<file path="config.mk">
export PLATFORM = sky130hd
export DESIGN_NAME = rom_arbiter
export DESIGN_NICKNAME = d
export VERILOG_FILES = /design/src/rtl/rom_arb_pkg.sv /design/src/rtl/rom_arb_picker.sv /design/src/rtl/rom_arbiter.sv
export SDC_FILE = /design/constraint.sdc
export NUM_CORES = 1
export LEC_CHECK = 0
export ABC_CLOCK_PERIOD_IN_PS = 1800
export CAP_MARGIN = 25
export CORE_ASPECT_RATIO = 0.5
export CORE_MARGIN = 2
export CORE_UTILIZATION = 23
export CTS_BUF_LIST = sky130_fd_sc_hd__clkbuf_8
export DETAILED_ROUTE_END_ITERATION = 12
export GPL_TIMING_DRIVEN = 0
export PLACE_DENSITY = 0.89
export SLEW_MARGIN = 40
export SYNTH_ARGS = -nofsm -noshare
export SYNTH_HDL_FRONTEND = slang
export SYNTH_SLANG_ARGS = --single-unit
</file>
<file path="constraint.sdc">
create_clock -name clk -period 1.8 [get_ports clk]
set_input_delay 0.36 -clock clk [delete_from_list [all_inputs] [get_ports clk]]
set_output_delay 0.36 -clock clk [all_outputs]
set_load 0.01 [all_outputs]
</file>
<file path="src/rtl/rom_arb_pkg.sv">
// Shared types for the two-port ROM arbiter: port indices, port count,
// and the registered response tag.
package rom_arb_pkg;

   localparam int NUM_PORTS = 2;

   typedef enum logic {
      PORT_INSTR = 1'b0,
      PORT_DATA  = 1'b1
   } port_e;

   // Owner of the read whose data arrives next cycle
   typedef struct packed {
      logic  vld;
      port_e owner;
   } rsp_t;

   function automatic logic [NUM_PORTS-1:0] port_onehot(input port_e p);
      return NUM_PORTS'(1) << p;
   endfunction

endpackage

</file>
<file path="src/rtl/rom_arb_picker.sv">
// Tie-break for the ROM arbiter: one-hot grant from the request vector.
// ROM_ARB_RR_EN selects round-robin (with a last_winner register);
// without it port 1 (data) always wins a tie.
module rom_arb_picker
   import rom_arb_pkg::*;
(
   input  logic                 clk,
   input  logic                 rst,
   input  logic [NUM_PORTS-1:0] req,
   output logic [NUM_PORTS-1:0] gnt
);

   port_e win;

`ifdef ROM_ARB_RR_EN
   port_e last_winner;

   // Lone request wins outright; a tie goes to the port that did not win last
   always_comb begin
      win = PORT_INSTR;
      if (req[PORT_DATA] && !req[PORT_INSTR])
         win = PORT_DATA;
      else if (req[PORT_DATA] && req[PORT_INSTR])
         win = (last_winner == PORT_INSTR) ? PORT_DATA : PORT_INSTR;
   end

   // Track the winner of every grant; reset value makes the first tie go to port 0
   always_ff @(posedge clk or posedge rst) begin
      if (rst)
         last_winner <= PORT_DATA;
      else if (|req)
         last_winner <= win;
   end
`else
   logic unused_clk;
   assign unused_clk = clk;

   // Fixed priority: data port wins whenever it asks
   always_comb begin
      win = PORT_INSTR;
      if (req[PORT_DATA])
         win = PORT_DATA;
   end
`endif

   // No grant while in reset or with nothing requested
   always_comb begin
      gnt = '0;
      if (!rst && |req)
         gnt = port_onehot(win);
   end

endmodule

</file>
<file path="src/rtl/rom_arbiter.sv">
// Two-port arbiter in front of a single-port ROM with 1-cycle read latency.
// Port 0 = instruction fetch, port 1 = data load. Grants are combinational,
// responses come back exactly one cycle later on the granted port.
// Optional macro: ROM_ARB_RR_EN (round-robin tie-break instead of fixed priority).
module rom_arbiter
   import rom_arb_pkg::*;
#(
   parameter int ADDR_WIDTH = 8,
   parameter int DATA_WIDTH = 32
) (
   input  logic                  clk,
   input  logic                  rst,
   input  logic                  req0,
   input  logic [ADDR_WIDTH-1:0] addr0,
   output logic                  gnt0,
   output logic                  rvalid0,
   output logic [DATA_WIDTH-1:0] rdata0,
   input  logic                  req1,
   input  logic [ADDR_WIDTH-1:0] addr1,
   output logic                  gnt1,
   output logic                  rvalid1,
   output logic [DATA_WIDTH-1:0] rdata1,
   output logic [ADDR_WIDTH-1:0] ram_addr,
   input  logic [DATA_WIDTH-1:0] ram_rdata
);

   logic [NUM_PORTS-1:0]                 req;
   logic [NUM_PORTS-1:0]                 gnt;
   logic [NUM_PORTS-1:0][ADDR_WIDTH-1:0] addr;
   rsp_t                                 rsp;

   assign req  = {req1, req0};
   assign addr = {addr1, addr0};

   rom_arb_picker u_picker (
      .clk (clk),
      .rst (rst),
      .req (req),
      .gnt (gnt)
   );

   assign gnt0 = gnt[PORT_INSTR];
   assign gnt1 = gnt[PORT_DATA];

   // Winner's address goes to the ROM; idle cycles park the address at 0
   always_comb begin
      ram_addr = '0;
      for (int p = 0; p < NUM_PORTS; p++)
         if (gnt[p])
            ram_addr = addr[p];
   end

   // Tag the read in flight so its data returns on the right port next cycle
   always_ff @(posedge clk or posedge rst) begin
      if (rst) begin
         rsp.vld   <= 1'b0;
         rsp.owner <= PORT_INSTR;
      end else begin
         rsp.vld   <= |gnt;
         rsp.owner <= gnt[PORT_DATA] ? PORT_DATA : PORT_INSTR;
      end
   end

   assign rvalid0 = rsp.vld && (rsp.owner == PORT_INSTR);
   assign rvalid1 = rsp.vld && (rsp.owner == PORT_DATA);

   // ROM data is broadcast; rvalid alone says whose it is
   assign rdata0 = ram_rdata;
   assign rdata1 = ram_rdata;

endmodule

</file>
Word level (Yosys, flattened, before mapping):

Index checks and enable logic that the tools add are counted.

* bits in registers: 2
* bits of input ports: 52
* output and inout bits: 76

* shifts and indexed selects: 1
* mux-type cells: 5
* bitwise logic cells: 1
* reductions and logical operators: 6

Operators by type and width (count)
* 8-bit two-way mux: 2
* 2-bit OR reduction: 2
* 1-bit logical AND: 3
* 1-bit two-way mux: 2
* 2-bit two-way mux: 1
* 1-bit by 1-bit << shifter with 2-bit output, first input constant: 1
* 1-bit logical NOT: 1
* 1-bit NOT: 1

Logic depth before layout (Yosys ltp):

Gate-level depths: netlist (run 1).

* word-level depth: 5
* mapped depth: 3
* gate-level depth less buffers: 2

Cells and area by module:

Synthesis (run 1) repeated with hierarchy kept, for this count alone.

* cells, all modules: 86
* area total of the unflattened synthesis: 674.4 µm²

Modules (own cells, without submodules)
* rom_arbiter: instances 1, cells each 84, area an instance 655.6 µm², seq. area each 50.0 µm²
* rom_arb_picker: instances 1, cells each 2, area an instance 18.8 µm², seq. area each 0.0 µm²

Worst setup path before layout (run 1):

Ideal clock, no wire load.

* kind: input port to output port
* from: input req0
* to: output gnt0
* arrival time: 0.852 ns
* data required time: 1.440 ns
* setup slack: 0.588 ns
* stages: 2
* path buffers: 1
* cells stage by stage: buf_2 > nor3b_1

* longest elaborated chain between the ends: 3

Ends and longest elaborated chain
* start: declaration: RTL line rom_arbiter.sv:13 `input logic req0,`
* 2-bit OR reduction: RTL line rom_arb_picker.sv:49 `if (!rst && |req)`
* 1-bit logical AND: RTL line rom_arb_picker.sv:49
* 2-bit two-way mux: RTL line rom_arb_picker.sv:49
* end: declaration: RTL line rom_arbiter.sv:15 `output logic gnt0,`

No other way between the ends.

Final worst setup path (run 1):

* from: input rst
* to: output ram_addr[4]

* longest elaborated chain between the ends: 5

Ends and longest elaborated chain
* start: declaration: RTL line rom_arbiter.sv:12 `input logic rst,`
* 1-bit logical NOT (no line) (*)
* 1-bit logical AND (*): RTL line rom_arb_picker.sv:49
* 2-bit two-way mux (*): RTL line rom_arb_picker.sv:49
* 8-bit two-way mux: RTL line rom_arbiter.sv:49 `if (gnt[p])`
* 8-bit two-way mux (*): RTL line rom_arbiter.sv:49
* end: declaration: RTL line rom_arbiter.sv:23 `output logic [ADDR_WIDTH-1:0] ram_addr,`

Every way passes the cells marked *; elsewhere a longest branch is shown, timed or not.

==> impl_metrics.toml, run 1 <==
[global_route]
grt_pass1_vias = 901
track_usage_pct = 12.2
grt_pass1_wl_um = 3640
grt_max_degree = 11
antenna_found_initial = 0
overflow = 0

[layout]
syn_to_final_growth_pct = 141
top_regs = "rsp (2)"
largest-register = "rsp"
drive_above_1_share_pct = 37.1
finalNetCount = 251
design_area_sq_um = 1730
fin_util_pct = 57.8
largest_reg_flops = 2
antenna_cells = 0
stdcell_count = 237

[detailed_routing]
firstDrtPassIters = 4
drc = 0
ant_nets = 0
avgRoutedWirePerCell_um = 10.2
vias = 880
routed_via_density = 3.71
drt-total-wl_um = 2410
first_iter_violations = 28

[clock_network]
clkSinkCount = 2
h-tree-depth = 1
cts_root_buf = "clkbuf_8"
cts_max_path_buffers = 2
cts_inserted_buffers = 3
clk_pin_slew_ns = 0.03
tritoncts = "done"

[power]
p_seq_share_pct = 7.9
totalPowerFinal_mw = 0.615
p_per_area_nw_per_um2 = 355
irDropWorstVdd_v = 0.000355
pwr-share-comb_pct = 63.9
cellLeakagePower_nw = 0.817
switching_share_pct = 25.1
intPower_mw = 0.461
clock_power_share_pct = 28.1
power.switching_mw = 0.154

[run]
maxCapViolCount = 0

[worst_setup_path]
start_kind = "primary input"
crit_fanout = 10
crit_type = "in -> out"
cp_data_required_time_ns = 1.44
critPathArrivalTime_ns = 1.41
endpoint_kind = "primary output"

[synth]
ys_ff_latch = 2
syn-cell-area_sq_um = 719
yosys-top-cells-area = "buf_4, nand3b_1, dfrtp_1"
synth_flop_cell = "dfrtp_1"
yosys_warnings = 0
syn_inst = 100
synth_cell_types = 12
avgSynthCellArea_sq_um = 7.19
ys_top_cells_by_count = "buf_4, a21oi_1, nand2_1, nand3b_1"
async_flop_share_pct = 100
yosysMostFrequentCell = "buf_4"
synth_edf_count = 0
ys_seq_area_share_pct = 6.96
synthesis.nets = 152
synth_top_area_cell = "buf_4"
netlist.area_leader.share_pct = 66.8

[die]
fp.coreArea_sq_um = 3000
num_rows = 14
die_w_um = 83.1
ios = 128
initial_core_util_pct = 24.0
dieHeight_um = 43.5
die_area_sq_um = 3620

[placement]
numPortBuffers = 94
dp_hpwl_um = 2160
placed_area_sq_um = 1710
place_congestion = 0.787
place_inst = 234
dp_slack_ns = -0.506

[sta]
rsz0062_at_grt = "no"
fin_hold_ws_ns = 0.493
layout_min_cycle_time_ns = 1.77
finalSetupTns_ns = 0
finalMaxSlewViolations = 0
hold_viol_final = 0
max_freq_ghz = 0.564
tightest_slew_ns = 0.171
slew_headroom_pct = 88.6
setup_ws_ns = 0.0276
fin_crit_sh_pct = 98.5
setup_viol = 0

[outcome]
status = "finished, final reports clean"

[worst_hold_path]
min_path_type = "in -> reg"
[power groups by stage]
| stage | logic (mW) | registers (mW) | clock network [mW] |
|---|---|---|---|
| final | 0.393 | 0.0489 | 0.173 |
| after global routing | 0.417 | 0.0490 | 0.185 |
| after CTS | 0.399 | 0.0489 | 0.178 |
| after detailed placement | 0.406 | 0.0493 | 0 |
| after global placement | 0.400 | 0.0491 | 0 |
| after floorplan | 0.185 | 0.0490 | 0 |
[routing by layer]
layer | vias up | part of all wire, % | global-route usage, %
met3 | 2 | 10 | 4.38
met2 | 56 | 55 | 24.8
met4 | 0 | 0.41 | 3.93
li1 | 443 | - | -
met5 | - | 0 | 0
met1 | 379 | 34 | 11.9
[cells in the final DEF, fill, tap and decap left out]
cell type        instances
inv_1                    1
nor3b_1                  1
buf_4                   65
clkdlybuf4s50_1         83
nor2b_1                  2
nand2_1                  8
clkbuf_8                 3
clkbuf_2                 3
a21oi_1                  8
dfrtp_1                  2
buf_6                    1
and2_1                   1
dlygate4sd2_1            6
buf_2                    1
nor2_1                   2
clkdlybuf4s15_1          2
nand3b_1                 8
[cells by family after synthesis]
| family | after synthesis | synth area share (%) |
|---|---|---|
| compound gates | 8 | 5.57 |
| buf+inv | 68 | 70.3 |
| flops | 2 | 6.96 |
| simple gates | 22 | 17.2 |
[layout make-up]
| cell class | count | area (sq um) |
|---|---|---|
| Inverter | 1 | 3.75 |
| Multi-Input combinational cell | 30 | 164 |
| Fill cell | 267 | 1260 |
| Buffer | 67 | 504 |
| Clock buffer | 3 | 41.3 |
| Sequential cell | 2 | 50.0 |
| Tap cell | 40 | 50.0 |
| Timing Repair Buffer | 94 | 918 |
[critical path: stages]
cell and delay, ns:
clkdlybuf4s50_1 0.45, buf_4 0.19, a21oi_1 0.11, dlygate4sd2_1 0.30
[path summary, 6_finish.rpt]
| path | from | end | slack (ns) | cells past startpoint |
|---|---|---|---|---|
| min in group asynchronous | rst | rsp[0]$_DFF_PP0_ | 0.55 | 3 |
| max in group asynchronous | rst | rsp[1]$_DFF_PP0_ | 1.14 | 3 |
| hold / removal | req0 | rsp[1]$_DFF_PP0_ | 0.49 | 3 |
| setup / recovery | rst | ram_addr[4] | 0.03 | 4 |
[what timing repair did]
action | 4_1_cts | 5_1_grt
resized for setup | 12 | 8
buffers inserted | 0 | 0
setup endpoints to repair | 10 | 8
hold buffers | 0 | 0
No activity file was read; power rests on OpenSTA's default activity.
==> inputs of run 2 (changes only) <==
--- a/config.mk
+++ b/config.mk
@@ -5,7 +5,6 @@
 export SDC_FILE = /design/constraint.sdc
 export NUM_CORES = 1
 export LEC_CHECK = 0
-export ABC_CLOCK_PERIOD_IN_PS = 1800
 export CAP_MARGIN = 25
 export CORE_ASPECT_RATIO = 0.5
 export CORE_MARGIN = 2
==> results of run 2 <==
Final layout, timing and power as in run 1 (identical DEF).
